[src/rtl/gpu_tex_pkg.sv]
// Shared texture-path types: pixel formats, texel address width and the
// sampled texture register set, plus the per-format column/sub-texel helpers.
package gpu_tex_pkg;

  localparam int TEXEL_ADDR_W = 19;

  typedef enum logic [1:0] {
    PIX_4BIT     = 2'd0,
    PIX_8BIT     = 2'd1,
    PIX_16BIT    = 2'd2,
    PIX_RESERVED = 2'd3
  } tex_fmt_e;

  typedef struct packed {
    logic [3:0] page_x;
    logic       page_y;
    logic       x_flip;
    logic       y_flip;
    tex_fmt_e   fmt;
    logic [4:0] mask_x;
    logic [4:0] mask_y;
    logic [4:0] off_x;
    logic [4:0] off_y;
  } tex_regs_t;

  // Half-word column within VRAM; packed formats squeeze several texels per column.
  function automatic logic [9:0] texel_x(input logic [3:0] page_x, input tex_fmt_e fmt,
                                         input logic [7:0] u);
    logic [9:0] col;
    case (fmt)
      PIX_4BIT: col = {4'b0, u[7:2]};
      PIX_8BIT: col = {3'b0, u[7:1]};
      default:  col = {2'b0, u};
    endcase
    return {page_x, 6'b0} + col;
  endfunction

  function automatic logic [1:0] texel_sub(input tex_fmt_e fmt, input logic [1:0] u_lo);
    case (fmt)
      PIX_4BIT: return u_lo;
      PIX_8BIT: return {1'b0, u_lo[0]};
      default:  return 2'b00;
    endcase
  endfunction

endpackage

[src/rtl/tex_window_map.sv]
// Per-channel coordinate flip followed by texture-window masking (8-texel steps).
module tex_window_map (
  input  logic [7:0] u_i,
  input  logic [7:0] v_i,
  input  logic       x_flip_i,
  input  logic       y_flip_i,
  input  logic [4:0] mask_x_i,
  input  logic [4:0] mask_y_i,
  input  logic [4:0] off_x_i,
  input  logic [4:0] off_y_i,
  output logic [7:0] u_o,
  output logic [7:0] v_o
);

  logic [7:0] u_f;
  logic [7:0] v_f;

  assign u_f = x_flip_i ? ~u_i : u_i;
  assign v_f = y_flip_i ? ~v_i : v_i;

  assign u_o = (u_f & ~{mask_x_i, 3'b000}) | {off_x_i & mask_x_i, 3'b000};
  assign v_o = (v_f & ~{mask_y_i, 3'b000}) | {off_y_i & mask_y_i, 3'b000};

endmodule

[src/rtl/tex_addr_pipe.sv]
// Two-stage texel address generator: S1 holds windowed coordinates, S2 holds
// VRAM half-word addresses, sub-texel selectors and duplicate-address flags.
module tex_addr_pipe
  import gpu_tex_pkg::*;
#(
  parameter int NUM_CH = 2,
  parameter int TAG_W  = 4
) (
  input  logic                           clk,
  input  logic                           i_nRst,
  input  logic [3:0]                     GPU_REG_TexBasePageX,
  input  logic                           GPU_REG_TexBasePageY,
  input  logic                           GPU_REG_TextureXFlip,
  input  logic                           GPU_REG_TextureYFlip,
  input  logic [1:0]                     GPU_REG_TexFormat,
  input  logic [4:0]                     GPU_REG_WindowTextureMaskX,
  input  logic [4:0]                     GPU_REG_WindowTextureMaskY,
  input  logic [4:0]                     GPU_REG_WindowTextureOffsetX,
  input  logic [4:0]                     GPU_REG_WindowTextureOffsetY,
  input  logic                           i_valid,
  output logic                           o_ready,
  input  logic [NUM_CH*8-1:0]            i_coordU,
  input  logic [NUM_CH*8-1:0]            i_coordV,
  input  logic [TAG_W-1:0]               i_tag,
  output logic                           o_valid,
  input  logic                           i_ready,
  output logic [NUM_CH*TEXEL_ADDR_W-1:0] o_texelAdress,
  output logic [NUM_CH*2-1:0]            o_subSel,
  output logic [NUM_CH-1:0]              o_dup,
  output logic [TAG_W-1:0]               o_tag
);

  tex_regs_t regs;
  assign regs = '{
    page_x: GPU_REG_TexBasePageX,  page_y: GPU_REG_TexBasePageY,
    x_flip: GPU_REG_TextureXFlip,  y_flip: GPU_REG_TextureYFlip,
    fmt:    tex_fmt_e'(GPU_REG_TexFormat),
    mask_x: GPU_REG_WindowTextureMaskX,   mask_y: GPU_REG_WindowTextureMaskY,
    off_x:  GPU_REG_WindowTextureOffsetX, off_y:  GPU_REG_WindowTextureOffsetY
  };

  logic s1_valid_q, s2_valid_q;
  logic s2_load, accept;

  // o_ready depends only on pipeline state and i_ready, never on i_valid.
  assign s2_load = ~s2_valid_q | i_ready;
  assign o_ready = ~s1_valid_q | s2_load;
  assign accept  = i_valid & o_ready;

  // ---------------- Stage 1 ----------------
  logic [7:0] win_u [NUM_CH];
  logic [7:0] win_v [NUM_CH];

  for (genvar k = 0; k < NUM_CH; k++) begin : g_win
    tex_window_map u_map (
      .u_i      (i_coordU[8*k +: 8]),
      .v_i      (i_coordV[8*k +: 8]),
      .x_flip_i (regs.x_flip),
      .y_flip_i (regs.y_flip),
      .mask_x_i (regs.mask_x),
      .mask_y_i (regs.mask_y),
      .off_x_i  (regs.off_x),
      .off_y_i  (regs.off_y),
      .u_o      (win_u[k]),
      .v_o      (win_v[k])
    );
  end

  logic [7:0]       s1_u_q [NUM_CH];
  logic [7:0]       s1_v_q [NUM_CH];
  logic [3:0]       s1_page_x_q;
  logic             s1_page_y_q;
  tex_fmt_e         s1_fmt_q;
  logic [TAG_W-1:0] s1_tag_q;

  // NOTE: sequential state uses non-blocking (<=) so every register samples
  // pre-edge values; blocking here would create order-dependent simulation.
  always_ff @(posedge clk or negedge i_nRst) begin
    if (!i_nRst) begin
      s1_valid_q  <= 1'b0;
      s1_page_x_q <= '0;
      s1_page_y_q <= 1'b0;
      s1_fmt_q    <= PIX_4BIT;
      s1_tag_q    <= '0;
      // NOTE: these per-channel arrays are plain flops, so resetting them is cheap;
      // a real RAM would be left unreset and qualified by the valid bit instead.
      for (int k = 0; k < NUM_CH; k++) begin
        s1_u_q[k] <= '0;
        s1_v_q[k] <= '0;
      end
    end else begin
      if (o_ready) s1_valid_q <= i_valid;
      if (accept) begin
        s1_page_x_q <= regs.page_x;
        s1_page_y_q <= regs.page_y;
        s1_fmt_q    <= regs.fmt;
        s1_tag_q    <= i_tag;
        for (int k = 0; k < NUM_CH; k++) begin
          s1_u_q[k] <= win_u[k];
          s1_v_q[k] <= win_v[k];
        end
      end
    end
  end

  // ---------------- Stage 2 ----------------
  logic [NUM_CH*TEXEL_ADDR_W-1:0] addr_d;
  logic [NUM_CH*2-1:0]            sub_d;
  logic [NUM_CH-1:0]              dup_d;

  // NOTE: every always_comb output gets a default first so no path can infer a latch.
  always_comb begin
    addr_d = '0;
    sub_d  = '0;
    dup_d  = '0;
    for (int k = 0; k < NUM_CH; k++) begin
      addr_d[k*TEXEL_ADDR_W +: TEXEL_ADDR_W] =
        {s1_page_y_q, s1_v_q[k], texel_x(s1_page_x_q, s1_fmt_q, s1_u_q[k])};
      sub_d[2*k +: 2] = texel_sub(s1_fmt_q, s1_u_q[k][1:0]);
    end
    // Duplicate detection looks at addresses only; a repeated half-word is fetched once.
    for (int k = 1; k < NUM_CH; k++) begin
      for (int j = 0; j < k; j++) begin
        if (addr_d[j*TEXEL_ADDR_W +: TEXEL_ADDR_W] == addr_d[k*TEXEL_ADDR_W +: TEXEL_ADDR_W])
          dup_d[k] = 1'b1;
      end
    end
  end

  logic [NUM_CH*TEXEL_ADDR_W-1:0] s2_addr_q;
  logic [NUM_CH*2-1:0]            s2_sub_q;
  logic [NUM_CH-1:0]              s2_dup_q;
  logic [TAG_W-1:0]               s2_tag_q;

  always_ff @(posedge clk or negedge i_nRst) begin
    if (!i_nRst) begin
      s2_valid_q <= 1'b0;
      s2_addr_q  <= '0;
      s2_sub_q   <= '0;
      s2_dup_q   <= '0;
      s2_tag_q   <= '0;
    end else if (s2_load) begin
      s2_valid_q <= s1_valid_q;
      if (s1_valid_q) begin
        s2_addr_q <= addr_d;
        s2_sub_q  <= sub_d;
        s2_dup_q  <= dup_d;
        s2_tag_q  <= s1_tag_q;
      end
    end
  end

  assign o_valid       = s2_valid_q;
  assign o_texelAdress = s2_addr_q;
  assign o_subSel      = s2_sub_q;
  assign o_dup         = s2_dup_q;
  assign o_tag         = s2_tag_q;

endmodule

[config.mk]
export PLATFORM = sky130hd
export DESIGN_NAME = tex_addr_pipe
export DESIGN_NICKNAME = d
export VERILOG_FILES = /design/src/rtl/gpu_tex_pkg.sv /design/src/rtl/tex_window_map.sv /design/src/rtl/tex_addr_pipe.sv
export SDC_FILE = /design/constraint.sdc
export NUM_CORES = 1
export LEC_CHECK = 0
export BUFFER_PORTS_ARGS = -buffer_cell sky130_fd_sc_hd__buf_2
export CORE_MARGIN = 3
export CORE_UTILIZATION = 45
export CTS_BUF_LIST = sky130_fd_sc_hd__clkbuf_2 sky130_fd_sc_hd__clkbuf_4 sky130_fd_sc_hd__clkbuf_8
export CTS_CLUSTER_SIZE = 40
export DETAILED_ROUTE_END_ITERATION = 10
export HOLD_SLACK_MARGIN = 0.02
export PLACE_DENSITY = 0.79
export REMOVE_ABC_BUFFERS = 1
export SETUP_SLACK_MARGIN = 0.05
export SYNTH_ARGS = -nofsm -noshare
export SYNTH_HDL_FRONTEND = slang
export SYNTH_SLANG_ARGS = --single-unit
[constraint.sdc]
create_clock -name clk -period 2.4 [get_ports clk]
set_input_delay 0.48 -clock clk [delete_from_list [all_inputs] [get_ports clk]]
set_output_delay 0.48 -clock clk [all_outputs]
set_load 0.005 [all_outputs]
==> flow_summary.ini <==
[status]
outcome = finished clean

[yosys]
avgSynthCellArea_um2 = 11.0
synth.ff_latch_count = 91
syn_area_mm2 = 0.00450
synth_cells = 409
yosysSeqAreaShare_pct = 50.6
ys_warn_count = 0
yosysUniqueCellTypes = 25

[clock_network]
clockBufferDepth = 2
clock_latency_ns = 0.34
cts.sinks = 91
cts_tree = built
numCtsBuffers = 9
htreeDepth = 3
clkTransAtPathRegs_ns = 0.09
cts-root-buf = clkbuf_8

[floorplan]
die_height_um = 106
coreArea_mm2 = 0.00946
start_util_pct = 47.5
dieArea_mm2 = 0.0112
die_x_um = 106
io_pins = 119
rows = 35

[placed_design]
placed_area_mm2 = 0.00515
hpwl_um = 6890
place_inst = 638
port-buffer-count = 117
gp_congestion = 0.750

[global_routing]
antenna_found_initial = 0
grt_pass1_vias = 3328
grt_pass1_wl_um = 15800
grt_max_degree = 77
grt_overflow = 0
grt.total_usage_pct = 17.4

[power_and_ir_drop]
power_leakage_nw = 2.55
switching_power_mw = 1.32
swShare_pct = 29.9
power_mw = 4.41
power_frac_clock_pct = 24.2
p_int_mw = 3.09
ir_drop_uv = 400
p_seq_share_pct = 47.6
pwr-share-comb_pct = 28.1
power.density_mw_per_mm2 = 820

[critical_path]
arrival_ns = 2.44
crit_slowest_cell = fa_1
worstPathRequired_ns = 2.67
worstPathCellList = o21ai_1, ha_1, inv_1, fa_1, xnor2_1, nand4_1, a211oi_1, nand4_1, o21ai_1
path_buf_inv = 1
crit_path_max_fanout = 7
critPathLaunchType = flop
cp-end-kind = flop
crit_family = adder cells
critPathKind = reg2reg
max_stage_delay_ns = 0.47

[final_layout]
fin_nets = 596
antenna_cells = 0
fin_area_mm2 = 0.00538
area_growth_pct = 19.5
drive_gt1_share_pct = 36.3
fin_cells = 655
multi_input_area_mm2 = 0.00202
seqCellArea_mm2 = 0.00228
fillers = 857

[timing]
drv_slew = 0
fin_setup_tns_ns = 0
max_freq_ghz = 0.460
tightestPinTransition_ns = 0.599
post-route-period-util_pct = 90.5
grt_setup_unrepaired = no
slew_headroom_pct = 59.9
setup_viol = 0
min_period_ns = 2.17
skew_ns = 0.0122
hold_violations = 0

[detailed_routing]
viasPerCell = 4.84
vias = 3172
drc = 0
postRouteAntennaNets = 0
first_pass_iters = 4
drt_iter0_markers = 108
wirelength_um = 9310
detail_route.wl_per_cell_um = 14.2

[worst_hold_path]
hold_class = in2reg

[run]
max-cap-violations = 0
## cell families (layout without fill, tap and decap cells)
kind of cell,after synthesis,count (layout),synth area share [%]
buf+inv,30,147,4.54
other cells,1,1,0.0834
fa+ha+maj,6,6,2.00
xor+xnor,54,54,10.5
compound gates,80,80,9.07
mux,58,58,14.2
flops,91,91,50.6
simple gates,89,89,8.96
## state kept, by name, indices dropped and copies added (netlist names)
register       count
o_dup              1
s1_valid_q         1
o_valid            1
o_texelAdress     37
s1_fmt_q           2
o_subSel           4
o_tag              4
s1_u_q            16
addr_d            16
s1_tag_q           4
s1_page_y_q        1
s1_page_x_q        4
## cells in the mapped netlist
master | instances | share of area (%)
conb_1 | 1 | 0.083
buf_12 | 1 | 0.45
buf_4 | 8 | 1.3
o21ai_0 | 70 | 7.8
mux2i_1 | 12 | 2.7
nand3b_1 | 1 | 0.17
dfrtp_1 | 91 | 51
nor2_1 | 1 | 0.083
clkbuf_1 | 3 | 0.25
nand4_1 | 4 | 0.56
nand2b_1 | 15 | 2.1
a21o_1 | 2 | 0.33
nand2_1 | 67 | 5.6
ha_1 | 4 | 1.1
inv_1 | 5 | 0.42
a211oi_1 | 1 | 0.17
mux2_2 | 46 | 12
buf_8 | 1 | 0.33
nor4_4 | 1 | 0.47
fa_1 | 2 | 0.89
buf_2 | 9 | 1.0
o21ai_1 | 7 | 0.78
xor2_1 | 28 | 5.5
buf_6 | 3 | 0.75
xnor2_1 | 26 | 5.1
## power by group through the flow
stage / combinational, mW / clock (mW) / sequential, mW
after floorplan: 0.679 / 0 / 2.14
after global placement: 1.23 / 0 / 2.11
after detailed placement: 1.26 / 0 / 2.13
after CTS: 1.27 / 1.11 / 2.10
after global routing: 1.40 / 1.16 / 2.15
final: 1.24 / 1.07 / 2.10
## worst reg2reg max path, delay by kind of cell (launching register included)
family          cells  cell delay [ns]
buf+inv             1             0.06
compound gates      3             0.52
fa+ha+maj           2             0.66
xor+xnor            1             0.20
flops               1             0.45
simple gates        2             0.23
## final cells by class
class | instances | share of cell area [%]
repair buffers | 126 | 12.7
flip-flops and latches | 91 | 42.4
clock inverters | 3 | 0.861
well taps | 129 | 3.00
clock buffers | 13 | 3.10
inverters | 5 | 0.349
multi-input cells | 288 | 37.6
## final timing paths
check                                          endpoint  cells after the start                          from  slack, ns
min reg2reg                o_texelAdress[9]$_DFFE_PN0P_                      2  o_texelAdress[9]$_DFFE_PN0P_       0.48
min                             s1_page_y_q$_DFFE_PN0P_                      2          GPU_REG_TexBasePageY       0.36
max reg2reg                        o_dup[1]$_DFFE_PN0P_                      9       s1_fmt_q[1]$_DFFE_PN0P_       0.23
max                                o_dup[1]$_DFFE_PN0P_                      9       s1_fmt_q[1]$_DFFE_PN0P_       0.23
max in group asynchronous       s1_fmt_q[1]$_DFFE_PN0P_                      3                        i_nRst       1.19
min in group asynchronous        s1_valid_q$_DFFE_PN0N_                      2                        i_nRst       0.54
## per-stage QoR
stage	hold WS, ns	setup WS, ns	utilization (%)
6_report	0.362	0.228	56.8
5_1_grt	0.341	0.0523	56.8
4_1_cts	0.335	0.144	56.8
3_5_place_dp	0.354	0.170	54.5
3_3_place_gp	0.354	0.337	54.5
2_1_floorplan	0.184	0.0496	-
## layer usage
metal  up-vias  share of wire [%]  GRT usage (%)
met4         0               0.66           4.63
met5         -                  0              0
li1       1593                  -              -
met2        80                 50           29.3
met1      1493                 43           21.8
met3         6                6.6           5.53
## what timing repair did
item / CTS / global route
hold endpoints to repair: 15 / 0
resized for setup: 0 / 3
endpoints found under the setup margin: 0 / 1
hold buffers: 1 / 0
buffers inserted: 0 / 0
## cell usage in the layout, fill, tap and decap left out, types with 2 or more instances in the layout
master and count:
buf_4 7, buf_2 116, a21o_1 2, clkbuf_8 11, o21ai_0 68, dfrtp_1 90
xor2_1 28, inv_1 5, mux2_2 46, nand2_2 2, fa_1 2, mux2i_1 12
xnor2_1 26, ha_1 4, nand2_1 65, clkbuf_4 2, nand2b_1 15, nand4_1 4
buf_12 2, o21ai_1 9
No activity file was read; power rests on OpenSTA's default activity.
